===== src/rtl/serial_subtractor.sv =====
// Bit-serial WIDTH-bit subtractor: a - b, one bit per clock, LSB first.
// Operands load on a start handshake; the result is flagged by a one-cycle done pulse.
module serial_subtractor #(
   parameter int WIDTH = 8
) (
   input  logic             clk,
   input  logic             rst_n,
   input  logic             start,
   input  logic [WIDTH-1:0] a,
   input  logic [WIDTH-1:0] b,
   output logic             busy,
   output logic             done,
   output logic [WIDTH-1:0] differ,
   output logic             barrow
);

   localparam int CW = $clog2(WIDTH);
   localparam logic [CW-1:0] LAST = CW'(WIDTH - 1);

   typedef enum logic [1:0] {
      IDLE,
      SHIFT,
      DONE
   } state_t;

   state_t           state;
   logic [WIDTH-1:0] sa;
   logic [WIDTH-1:0] sb;
   logic [WIDTH-1:0] sr;
   logic             br;
   logic [CW-1:0]    cnt;

   logic x;
   logic y;
   logic d;
   logic brn;

   // Full-subtractor cell on the current operand LSBs.
   always_comb begin
      x   = sa[0];
      y   = sb[0];
      d   = x ^ y ^ br;
      brn = (~x & y) | (~(x ^ y) & br);
   end

   always_ff @(posedge clk or negedge rst_n) begin
      if (!rst_n) begin
         state  <= IDLE;
         sa     <= '0;
         sb     <= '0;
         sr     <= '0;
         br     <= 1'b0;
         cnt    <= '0;
         busy   <= 1'b0;
         done   <= 1'b0;
         differ <= '0;
         barrow <= 1'b0;
      end else begin
         unique case (state)
            IDLE, DONE: begin
               done <= 1'b0;
               if (start) begin
                  sa    <= a;
                  sb    <= b;
                  sr    <= '0;
                  br    <= 1'b0;
                  cnt   <= '0;
                  busy  <= 1'b1;
                  state <= SHIFT;
               end else begin
                  busy  <= 1'b0;
                  state <= IDLE;
               end
            end
            SHIFT: begin
               sr <= {d, sr[WIDTH-1:1]};
               sa <= {1'b0, sa[WIDTH-1:1]};
               sb <= {1'b0, sb[WIDTH-1:1]};
               br <= brn;
               if (cnt == LAST) begin
                  // Final bit lands directly in the result, LSB-aligned.
                  differ <= {d, sr[WIDTH-1:1]};
                  barrow <= brn;
                  done   <= 1'b1;
                  busy   <= 1'b0;
                  cnt    <= '0;
                  state  <= DONE;
               end else begin
                  cnt <= cnt + 1'b1;
               end
            end
            default: begin
               busy  <= 1'b0;
               done  <= 1'b0;
               state <= IDLE;
            end
         endcase
      end
   end

endmodule


===== config.mk =====
export PLATFORM = sky130hd
export DESIGN_NAME = serial_subtractor
export DESIGN_NICKNAME = d
export VERILOG_FILES = /design/src/rtl/serial_subtractor.sv
export SDC_FILE = /design/constraint.sdc
export NUM_CORES = 1
export LEC_CHECK = 0
export CAP_MARGIN = 5
export CORE_MARGIN = 1
export CORE_UTILIZATION = 40
export DETAILED_ROUTE_END_ITERATION = 8
export PLACE_DENSITY = 0.65
export SLEW_MARGIN = 20
export SYNTH_ARGS = -nofsm -noshare
export SYNTH_HDL_FRONTEND = slang
export SYNTH_SLANG_ARGS = --single-unit

===== constraint.sdc =====
create_clock -name clk -period 2.83 [get_ports clk]
set_input_delay 0.4245 -clock clk [delete_from_list [all_inputs] [get_ports clk]]
set_output_delay 0.4245 -clock clk [all_outputs]
set_load 0.01 [all_outputs]

==> impl_metrics.toml <==
[outcome]
status = "finished with violations"
violations = "DRC"

[detailed_routing]
viasPerCell = 5.43
vias = 1250
routedWlPerCell_um = 14.2
drc = 7
firstDrtPassIters = 6
drt-initial-drc-count = 48
ant_nets = 0
routed_wl_um = 3280

[worst_setup_path]
worst_ep_arrival_time_ns = 1.55
cpMaxStageDelayCell = "dfrtp_1"
max_stage_delay_ns = 0.64
worstPathMaxFanout = 11
path_cells = "clkdlybuf4s50_1"
path_class = "reg2out"
worstPathRequired_ns = 2.41
critPathLaunchType = "register"
critPathCaptureType = "output port"
critPathTopFamily = "flip-flops"
crit_buf_inv = 1

[global_routing]
grt_overflow = 0
grt_pass1_vias = 1197
grt_max_degree = 40
grt_pass1_wl_um = 5690
grt_antenna_before_repair = 0
grt_usage_pct = 15.0

[synth]
async_flop_share_pct = 100
syn-num-nets = 170
ys_warn_count = 0
synth_top_area_share_pct = 52.0
ys_ff_latch = 39
netlist_instances = 148
yosys.area.top_type = "dfrtp_1"
ys_top_cells_by_count = "dfrtp_1 (39), a22o_1 (13), mux2i_1 (13)"
synthFlopType = "dfrtp_1"
synth.distinct_cells = 26
synth_area_leaders = "dfrtp_1 (52%), mux2i_1 (6.9%), a22o_1 (6.1%)"
yosysSeqAreaShare_pct = 52.0
synth_edf_count = 0
synth_most_common_cell = "dfrtp_1"
syn_area_um2 = 1880
postSynthAreaPerCell_um2 = 12.7

[placement]
place_congestion = 0.754
dp_hpwl_um = 2320
io_buffers = 29
dpl_cell_area_um2 = 2170

[cts]
ctsResizeCount = 0
post-cts-setup-buffers = 0
cts_tree = "built"
htree_levels = 2
clockBufferDepth = 2
clk_latency_ns = 0.29
cts.clk_slew.worst_paths_ns = 0.08
cts_buffers = 5
clockRootBuffer = "clkbuf_8"
postCtsHoldBufs = 0
clock-sinks = 39

[sta]
finalSetupTns_ns = 0
slew-limit-headroom_pct = 42.5
fmaxAchievable_mhz = 505
fin_skew_ns = 0.00501
fin_crit_sh_pct = 69.9
hold_viol_final = 0
rsz0062_at_grt = "no"
worstMarginPinSlew_ns = 0.862
slew_violations = 0
setup_viol = 0
holdWs_ns = 0.235
period_needed_ns = 1.98

[power]
p_leak_nw = 1.04
irDropWorstVdd_v = 0.000403
p_per_area_nw_per_um2 = 1040

[layout]
area_growth_pct = 21.7
diodes = 0
drive_above_1_share_pct = 14.0
register_area_um2 = 976
n_fill_cell = 390
final_area_um2 = 2280
fin_util_pct = 51.4
multi_input_area_um2 = 802
nets = 199

[floorplanning]
coreArea_um2 = 4440
fp-row-count = 24
dieArea_um2 = 4970
die_h_um = 70.5
start_util_pct = 42.2
io_pins = 30
die_w_um = 70.5

[flow_run]
maxCapViolCount = 0

[hold_path]
min_path_type = "in2async"
[final cells by class]
type / instances / share of cell area [%]
Timing Repair Buffer: 32 / 13.5
Clock buffer: 6 / 3.62
Sequential cell: 39 / 42.7
Clock inverter: 2 / 1.53
Multi-Input combinational cell: 95 / 35.1
Inverter: 4 / 0.658
Tap cell: 52 / 2.85
[report_power, final]
group / internal, mW / switching (mW) / leakage, nW / total (mW)
registers: 0.807 / 0.196 / 0.485 / 1.00
clock network: 0.285 / 0.198 / 0.0612 / 0.484
logic: 0.513 / 0.370 / 0.489 / 0.883
total: 1.60 / 0.765 / 1.04 / 2.37
[cells in the final DEF (no fill, tap or decap), drive strengths merged]
cell           count
inv                4
mux2i             13
nand3              5
nand3b             1
clkinv             1
a22o              13
nor2               3
mux2              10
o21ai              4
a211oi            11
clkdlybuf4s50     28
a21oi             11
nor2b              8
bufinv             1
dfrtp             39
buf                4
clkbuf             6
fa                 1
and2b              5
ha                 2
a31o               1
nand2              3
a21o               4
[kinds of logic (layout without fill, tap and decap cells)]
family	count (synthesis)	in the layout	synth area share, %
simple gates	25	25	9.47
flops	39	39	52.0
buf+inv	14	44	5.27
fa+ha+maj	3	3	2.40
compound gates	44	44	16.5
mux	23	23	14.3
[path summary, 6_finish.rpt]
| check | startpoint | cells past startpoint | to | slack (ns) |
|---|---|---|---|---|
| max | done | 1 | done | 0.85 |
| max in group asynchronous | rst_n | 1 | sa[0] | 2.05 |
| max reg2reg | state[0] | 4 | sa[1] | 1.30 |
| min | rst_n | 1 | differ[1] | 0.24 |
| min in group clk | sb[2] | 1 | sb[2] | 0.49 |
| min reg2reg | sb[2] | 1 | sb[2] | 0.49 |
[state kept, by name, indices dropped and copies added (netlist names)]
name	count
state	1
cnt	3
done	1
sa	8
sb	8
br	1
busy	1
barrow	1
sr	7
differ	8
[metrics by stage]
step / total power, mW / setup slack, ns / std cells
global placement: 1.87 / 0.965 / 222
finish: 2.37 / 0.851 / 230
CTS: 2.40 / 0.832 / 230
global route: 2.54 / 0.782 / 230
detailed placement: 1.92 / 0.863 / 222
floorplan: 1.64 / 1.39 / 148
[routing by layer]
layer	share of wire (%)	global-route usage, %	vias up
li1	-	-	596
met1	47	20.0	613
met2	47	23.2	33
met3	4.2	3.61	8
met4	1.9	6.80	0
met5	0	0	-
No activity file was read; power rests on OpenSTA's default activity.
